--- src/rtl/pipeline_hazard_ctrl_pkg.sv ---
// Shared encodings for the RV32I pipeline hazard/control unit.
package pipeline_pkg;

  localparam int REG_ADDR_W_DEF = 5;

  // Operand source selects driven into the EX-stage operand muxes
  localparam logic [1:0] FWD_RF  = 2'b00;
  localparam logic [1:0] FWD_MEM = 2'b10;
  localparam logic [1:0] FWD_WB  = 2'b01;

  // Data-memory wait FSM
  typedef enum logic {
    ST_IDLE = 1'b0,
    ST_WAIT = 1'b1
  } mem_state_t;

endpackage

--- src/rtl/pipeline_hazard_ctrl_hazard_fwd_unit.sv ---
// Combinational forwarding selects and ID-stage dependency detection.
// With forwarding enabled only a load in EX forces a stall; without it
// any valid writer in EX/MEM/WB that feeds ID forces a stall.
module hazard_fwd_unit
  import pipeline_pkg::*;
#(
  parameter int REG_ADDR_W = REG_ADDR_W_DEF,
  parameter int FWD_EN     = 1
) (
  input  logic [REG_ADDR_W-1:0] id_rs1,
  input  logic [REG_ADDR_W-1:0] id_rs2,
  input  logic                  id_use_rs1,
  input  logic                  id_use_rs2,
  input  logic [REG_ADDR_W-1:0] ex_rs1,
  input  logic [REG_ADDR_W-1:0] ex_rs2,
  input  logic [REG_ADDR_W-1:0] ex_rd,
  input  logic                  ex_regwrite_en,
  input  logic                  ex_is_load,
  input  logic                  v_ex,
  input  logic [REG_ADDR_W-1:0] mem_rd,
  input  logic                  mem_regwrite_en,
  input  logic                  v_mem,
  input  logic [REG_ADDR_W-1:0] wb_rd,
  input  logic                  wb_regwrite_en,
  input  logic                  v_wb,
  output logic [1:0]            fwd_a_sel,
  output logic [1:0]            fwd_b_sel,
  output logic                  hazard
);

  // Youngest producer (MEM) wins over WB; x0 is never forwarded
  function automatic logic [1:0] pick(input logic [REG_ADDR_W-1:0] rs,
                                      input logic mw, input logic [REG_ADDR_W-1:0] mrd,
                                      input logic ww, input logic [REG_ADDR_W-1:0] wrd);
    if (rs != '0 && mw && mrd == rs) return FWD_MEM;
    if (rs != '0 && ww && wrd == rs) return FWD_WB;
    return FWD_RF;
  endfunction

  // Does the ID instruction actually read register rd (x0 excluded)
  function automatic logic reads(input logic [REG_ADDR_W-1:0] rd,
                                 input logic [REG_ADDR_W-1:0] r1, input logic u1,
                                 input logic [REG_ADDR_W-1:0] r2, input logic u2);
    return (rd != '0) && ((u1 && r1 == rd) || (u2 && r2 == rd));
  endfunction

  logic mem_wr, wb_wr, load_use, raw;

  assign mem_wr = v_mem & mem_regwrite_en;
  assign wb_wr  = v_wb & wb_regwrite_en;

  assign load_use = v_ex & ex_is_load & reads(ex_rd, id_rs1, id_use_rs1, id_rs2, id_use_rs2);
  assign raw = (v_ex & ex_regwrite_en & reads(ex_rd,  id_rs1, id_use_rs1, id_rs2, id_use_rs2))
             | (mem_wr & reads(mem_rd, id_rs1, id_use_rs1, id_rs2, id_use_rs2))
             | (wb_wr  & reads(wb_rd,  id_rs1, id_use_rs1, id_rs2, id_use_rs2));

  assign fwd_a_sel = (FWD_EN != 0) ? pick(ex_rs1, mem_wr, mem_rd, wb_wr, wb_rd) : FWD_RF;
  assign fwd_b_sel = (FWD_EN != 0) ? pick(ex_rs2, mem_wr, mem_rd, wb_wr, wb_rd) : FWD_RF;
  assign hazard    = (FWD_EN != 0) ? load_use : raw;

endmodule

--- src/rtl/pipeline_hazard_ctrl.sv ---
// Hazard and pipeline-control unit for the 5-stage RV32I core: stage valid
// bits, stall/flush generation, data-memory wait FSM and perf counters.
module pipeline_hazard_ctrl
  import pipeline_pkg::*;
#(
  parameter int REG_ADDR_W  = REG_ADDR_W_DEF,
  parameter int MEM_LATENCY = 0,
  parameter int FWD_EN      = 1,
  parameter int CNT_W       = 32
) (
  input  logic                  clk,
  input  logic                  rst,
  input  logic [REG_ADDR_W-1:0] id_rs1,
  input  logic [REG_ADDR_W-1:0] id_rs2,
  input  logic                  id_use_rs1,
  input  logic                  id_use_rs2,
  input  logic [REG_ADDR_W-1:0] ex_rs1,
  input  logic [REG_ADDR_W-1:0] ex_rs2,
  input  logic [REG_ADDR_W-1:0] ex_rd,
  input  logic                  ex_regwrite_en,
  input  logic                  ex_is_load,
  input  logic                  ex_pc_sel,
  input  logic [REG_ADDR_W-1:0] mem_rd,
  input  logic                  mem_regwrite_en,
  input  logic                  mem_access,
  input  logic [REG_ADDR_W-1:0] wb_rd,
  input  logic                  wb_regwrite_en,
  output logic [1:0]            fwd_a_sel,
  output logic [1:0]            fwd_b_sel,
  output logic                  stall_if,
  output logic                  stall_id,
  output logic                  stall_ex,
  output logic                  stall_mem,
  output logic                  flush_id,
  output logic                  flush_ex,
  output logic                  v_id,
  output logic                  v_ex,
  output logic                  v_mem,
  output logic                  v_wb,
  output logic [CNT_W-1:0]      stall_cnt,
  output logic [CNT_W-1:0]      flush_cnt
);

  localparam logic [3:0] LAT = 4'(MEM_LATENCY);

  mem_state_t state;
  logic [3:0] wait_cnt;
  logic       done;
  logic [1:0] fwd_a, fwd_b;
  logic       hazard, start, mem_wait, redirect, hold_front, kill_ex;

  hazard_fwd_unit #(.REG_ADDR_W(REG_ADDR_W), .FWD_EN(FWD_EN)) u_fwd (
    .id_rs1(id_rs1), .id_rs2(id_rs2), .id_use_rs1(id_use_rs1), .id_use_rs2(id_use_rs2),
    .ex_rs1(ex_rs1), .ex_rs2(ex_rs2), .ex_rd(ex_rd), .ex_regwrite_en(ex_regwrite_en),
    .ex_is_load(ex_is_load), .v_ex(v_ex),
    .mem_rd(mem_rd), .mem_regwrite_en(mem_regwrite_en), .v_mem(v_mem),
    .wb_rd(wb_rd), .wb_regwrite_en(wb_regwrite_en), .v_wb(v_wb),
    .fwd_a_sel(fwd_a), .fwd_b_sel(fwd_b), .hazard(hazard)
  );

  // The triggering cycle is the first stall cycle; the WAIT cycle with
  // wait_cnt == 1 lets MEM drain, so MEM is held exactly MEM_LATENCY cycles.
  assign start      = (MEM_LATENCY != 0) && state == ST_IDLE && v_mem && mem_access && !done;
  assign mem_wait   = start | (state == ST_WAIT && wait_cnt != 4'd1);
  // A branch held in EX during a wait resolves on the first unstalled cycle
  assign redirect   = v_ex & ex_pc_sel & ~mem_wait;
  assign hold_front = mem_wait | (hazard & ~redirect);
  assign kill_ex    = redirect | (hazard & ~mem_wait);

  assign fwd_a_sel = rst ? FWD_RF : fwd_a;
  assign fwd_b_sel = rst ? FWD_RF : fwd_b;
  assign stall_if  = ~rst & hold_front;
  assign stall_id  = ~rst & hold_front;
  assign stall_ex  = ~rst & mem_wait;
  assign stall_mem = ~rst & mem_wait;
  assign flush_id  = ~rst & redirect;
  assign flush_ex  = ~rst & kill_ex;

  // Memory-wait FSM; done blocks re-triggering until MEM advances
  always_ff @(posedge clk or posedge rst) begin
    if (rst) begin
      state    <= ST_IDLE;
      wait_cnt <= '0;
      done     <= 1'b0;
    end else begin
      done <= start | (done & mem_wait);
      case (state)
        ST_IDLE: if (start) begin
          state    <= ST_WAIT;
          wait_cnt <= LAT;
        end
        ST_WAIT: begin
          wait_cnt <= wait_cnt - 4'd1;
          if (wait_cnt == 4'd1) state <= ST_IDLE;
        end
        default: state <= ST_IDLE;
      endcase
    end
  end

  // Stage valid bits; stalled stages hold, WB takes a bubble during a wait
  always_ff @(posedge clk or posedge rst) begin
    if (rst) begin
      v_id  <= 1'b0;
      v_ex  <= 1'b0;
      v_mem <= 1'b0;
      v_wb  <= 1'b0;
    end else begin
      if (!hold_front) v_id <= ~redirect;
      if (!mem_wait) begin
        v_ex  <= v_id & ~kill_ex;
        v_mem <= v_ex;
      end
      v_wb <= v_mem & ~mem_wait;
    end
  end

  // Saturating stall and redirect counters
  always_ff @(posedge clk or posedge rst) begin
    if (rst) begin
      stall_cnt <= '0;
      flush_cnt <= '0;
    end else begin
      if (hold_front && stall_cnt != '1) stall_cnt <= stall_cnt + CNT_W'(1);
      if (redirect && flush_cnt != '1)   flush_cnt <= flush_cnt + CNT_W'(1);
    end
  end

endmodule

--- config.mk ---
export PLATFORM = sky130hd
export DESIGN_NAME = pipeline_hazard_ctrl
export DESIGN_NICKNAME = d
export VERILOG_FILES = /design/src/rtl/pipeline_hazard_ctrl_pkg.sv /design/src/rtl/pipeline_hazard_ctrl_hazard_fwd_unit.sv /design/src/rtl/pipeline_hazard_ctrl.sv
export SDC_FILE = /design/constraint.sdc
export NUM_CORES = 1
export LEC_CHECK = 0
export BUFFER_PORTS_ARGS = -buffer_cell sky130_fd_sc_hd__buf_2
export CELL_PAD_IN_SITES_DETAIL_PLACEMENT = 1
export CELL_PAD_IN_SITES_GLOBAL_PLACEMENT = 2
export CORE_MARGIN = 2
export CORE_UTILIZATION = 28
export DETAILED_ROUTE_END_ITERATION = 7
export PLACE_DENSITY_LB_ADDON = 0.1
export RECOVER_POWER = 100
export SETUP_SLACK_MARGIN = 0.15
export SKIP_CTS_REPAIR_TIMING = 1
export SLEW_MARGIN = 20
export SYNTH_ARGS = -nofsm -noshare
export SYNTH_HDL_FRONTEND = slang
export SYNTH_SLANG_ARGS = --single-unit
--- constraint.sdc ---
create_clock -name clk -period 6.04 [get_ports clk]
set_input_delay 1.812 -clock clk [delete_from_list [all_inputs] [get_ports clk]]
set_output_delay 1.812 -clock clk [all_outputs]
set_load 0.03 [all_outputs]
# Yosys cells after proc, flatten, opt, wreduce, memory -nomap -nowiden
# Index checks and enable logic that the tools add are counted.
# Widths: inputs -> output; s select.
# word_totals
register_bits	73
latchBits	0
ramBits	0
rom_bits	0
in_bits	45
memories	0
# classes
n_addsub	3
multipliers	0
div	0
order_cmp	0
eq_ne	10
n_shift	0
mux	19
n_bitwise	21
n_reduce_logical	18
# ops
operator	count
$add 32x1->32 const B	2
$ne 32x32->1 const B	2
$eq 5x5->1	6
$mux 2	10
$reduce_bool 5->1	3
$and 1x1->1	14
$logic_and 1x1->1	14
$mux 1	7
$not 1->1	5
$eq 4x1->1 const B	1
$mux 4	1
$ne 4x1->1 const B	1
$sub 4x1->4 const B	1
$or 1x1->1	2
$pmux 1 s2	1
$logic_or 1x1->1	1

# Logic depth before layout (Yosys ltp)
# logic_depth
depth_word	9
depth_mapped	10

# By module
# From an unflattened synthesis, not the netlist that was laid out.
# unflattened
hier_cells	401
hier_area_um2	4116.4
# modules_own_cells
module	instances	cells_each	area_per_inst_um2	seq_area_each_um2
pipeline_hazard_ctrl	1	345	3664.8	1826.8
hazard_fwd_unit	1	56	451.7	0.0

# Least setup slack after synthesis
# Ideal clock, no wire load.
# synth_timing
path_kind	in2out
from	input rst
to	output fwd_a_sel[0]
t_arrival_ns	4.462
slack_ns	-0.234
path_stages	4
path_cell_list	inv_1 -> and3_1 -> nand4_1 -> nor3_1
# synth_between
elab_chain_cells	1
# synth_lines
element	line	source
start, declared	pipeline_hazard_ctrl.sv:12	input logic rst,
$mux 2	pipeline_hazard_ctrl.sv:70	assign fwd_a_sel = rst ? FWD_RF : fwd_a;
end, declared	pipeline_hazard_ctrl.sv:28	output logic [1:0] fwd_a_sel,
# No other way between the ends.

# Worst setup path in the final report
# layout_timing
from	input ex_rd[0]
to	output stall_id
# layout_between
elab_chain_cells	8
word_cells_on_any_way	11
# layout_lines
element	line	source
start, declared	pipeline_hazard_ctrl.sv:19	input logic [REG_ADDR_W-1:0] ex_rd,
$eq 5x5->1	pipeline_hazard_ctrl_hazard_fwd_unit.sv:44	return (rd != '0) && ((u1 && r1 == rd) || (u2 && r2 == rd));
$logic_and 1x1->1	pipeline_hazard_ctrl_hazard_fwd_unit.sv:44	
$logic_or 1x1->1	pipeline_hazard_ctrl_hazard_fwd_unit.sv:44	
$logic_and 1x1->1 (*)	pipeline_hazard_ctrl_hazard_fwd_unit.sv:44	
$and 1x1->1 (*)	pipeline_hazard_ctrl_hazard_fwd_unit.sv:52	assign load_use = v_ex & ex_is_load & reads(ex_rd, id_rs1, id_use_rs1, id_rs2, id_use_rs2);
$and 1x1->1 (*)	pipeline_hazard_ctrl.sv:67	assign hold_front = mem_wait | (hazard & ~redirect);
$or 1x1->1 (*)	pipeline_hazard_ctrl.sv:67	
$and 1x1->1 (*)	pipeline_hazard_ctrl.sv:73	assign stall_id = ~rst & hold_front;
end, declared	pipeline_hazard_ctrl.sv:31	output logic stall_id,
# Every way passes the cells marked *; elsewhere a longest branch is shown, timed or not.

==> out/metrics.cfg <==
[run_status]
status=complete, but fails checks
violations=max-capacitance violations, max-slew violations

[clock_network]
htreeDepth=3
clk_path_buf_depth=2
numCtsBuffers=9
clk_latency_ns=0.34
cts_root_buf=clkbuf_16
tritoncts=yes
path_clk_slew_ns=0.05
cts_sinks=73

[placement]
dp_hpwl_microns=8800
pre_cts_slack_ns=0.726
gp_congestion=0.785
port_buffers=120

[timing]
fin_crit_sh=0.896
slew_viol_final=74
skew_ns=0.00776
min_period_ns=5.41
setup_tns_ns=0
fmax_mhz=185
slew_headroom=-0.262
worst_slack_ns=0.628
worst_pin_slew_ns=1.89
hold_viol_final=0
rsz0062_at_grt=false
setup_viol_count_final=0

[route]
drc=0
ant_nets=0
vias=3485
drtPass1Iterations=4
wl_microns=11600
wl_per_cell_microns=16.3
viasPerCell=4.89
drt-initial-drc-count=114

[layout]
diodes=0
syn_to_final_growth_pct=24.6
drive_above_1_share=0.113
nNetsFinal=578

[power_and_ir_drop]
pwr-share-clk=0.431
combPwrFrac=0.138
p_switching_uw=362
p_sw_frac=0.285
pwr-share-seq=0.431
p_leak_uw=0.00217
ir_drop_uv=107
cellPowerDensity_nw_per_um2=257
cell_internal_pwr_uw=909

[synthesis]
synth_ff_type=dfrtp_1
ys_seq_area_frac=0.461
yosysWarningCount=0
synth-edff-count=0
ys_types=43
syn_inst=404
synth_area_leaders=dfrtp_1, xnor2_1, xor2_1
async_flop_share=1.00
avgSynthCellArea_sq_um=9.81
syn_nets=453
synth_top_area_frac=0.461
synth_area_leader_cell=dfrtp_1
ys_ff_latch=73
syn_area_sq_um=3960

[die]
die_w_microns=123
fp-row-count=43
pin_count=123
dieArea_sq_um=15100
start_util=0.287
die_h_microns=123
core_area_sq_um=13800

[critical_path]
cp_max_fo=4
worst-setup-path-type=input pin to primary output
crit_path_start_kind=input pin
endpoint_kind=primary output
cp.arrival_ns=3.60
cp.required_ns=4.23

[global_route]
grt_pass1_wl_microns=18700
grt_max_degree=74
grt_usage=0.161
grt_overflow_total=0
grt_pass1_vias=3527
antenna_found_initial=0

[worst_hold_path]
hp-class=flop to flop

[job]
maxCapViolations=1

==> Yosys cell counts, types with 2 or more instances <==
cell,instances
ha_1,4
nor2_1,28
nor3b_1,2
clkbuf_1,3
buf_4,4
or4_1,4
nor4b_1,4
nand4b_1,2
dfrtp_1,73
mux2_2,3
o21ai_0,5
nand4_1,23
inv_1,12
xnor2_1,50
nor3_1,22
nor4_1,9
and4_1,4
nand2b_1,3
and3_1,8
and2_1,3
nand2_1,46
or3_1,4
nand3_1,29
xor2_1,40
==> area by class of cell <==
type,count,area (sq um)
Tap cell,180,225
Inverter,12,46.3
Clock inverter,3,40.0
Sequential cell,73,1830
Multi-Input combinational cell,311,2030
Timing Repair Buffer,122,512
Fill cell,1645,8890
Clock buffer,12,256
==> per-stage QoR <==
stage               hold WS [ns]   util  std cells  area, sq um  total power (uW)
floorplan                  0.435      -        404         3970               668
global placement           0.455  0.344        698         4760               742
detailed placement         0.481  0.344        698         4760               744
CTS                        0.493  0.366        713         5060              1300
global route               0.522  0.357        713         4940              1330
finish                     0.488  0.357        713         4940              1270
==> state kept, by name, indices dropped and copies added (netlist names) <==
name       flops
stall_cnt     32
v_mem          1
state          1
v_id           1
v_wb           1
wait_cnt       4
v_ex           1
flush_cnt     32
==> cell families after synthesis <==
kind of cell,count (synthesis),synth area share
XOR/XNOR,90,0.199
buffers and inverters,20,0.0230
AND/OR/NAND/NOR,194,0.255
adder cells (fa/ha/maj),4,0.0126
multiplexers,5,0.0139
flip-flops,73,0.461
AO/OA/AOI/OAI,18,0.0360
==> worst paths after layout <==
| check | slack [ns] | to | cells past startpoint | startpoint |
|---|---|---|---|---|
| setup / recovery | 0.63 | stall_id | 7 | ex_rd[0] |
| setup reg to reg | 2.90 | flush_cnt[12]$_DFFE_PP0P_ | 9 | wait_cnt[1]$_DFFE_PP0P_ |
| hold / removal | 0.49 | wait_cnt[3]$_DFFE_PP0P_ | 1 | wait_cnt[3]$_DFFE_PP0P_ |
| max in group asynchronous | 2.47 | stall_cnt[23]$_DFFE_PP0P_ | 3 | rst |
| hold reg to reg | 0.49 | wait_cnt[3]$_DFFE_PP0P_ | 1 | wait_cnt[3]$_DFFE_PP0P_ |
| min in group asynchronous | 2.46 | v_wb$_DFF_PP0_ | 3 | rst |
==> metal layers <==
metal  share of wire  GRT usage  vias up
li1                -          -     1657
met1            0.49      0.221     1719
met2            0.43      0.246       96
met3           0.060     0.0337       13
met4           0.019     0.0675        0
met5               0          0        -
==> cells in the final DEF (no fill, tap or decap), types with 3 or more instances in the layout <==
master / n
dfrtp_1: 73
nor4b_1: 4
nor4_1: 9
xnor2_1: 50
inv_1: 11
nand2_1: 46
and4_1: 4
or4_1: 4
nor2_1: 28
ha_1: 4
and3_1: 8
xor2_1: 40
o21ai_0: 5
buf_2: 39
nand3_1: 29
clkbuf_16: 9
nor3_1: 22
nand2b_1: 3
nand4_1: 23
clkbuf_1: 82
or3_1: 4
==> power groups by stage <==
stage	Combinational, uW	Sequential [uW]	Clock, uW
finish	175	548	547
global placement	186	556	0
global route	194	553	585
floorplan	71.6	597	0
CTS	188	548	566
detailed placement	188	556	0
==> worst max-delay path, cell delays in order <==
cell and delay (ns):
clkbuf_1 0.17, xnor2_1 0.14, nand4_1 0.18, o22a_1 0.25, o31ai_1 0.46, and2_0 0.26, clkbuf_1 0.33
Note: power is estimated with default switching activity, not from simulation.
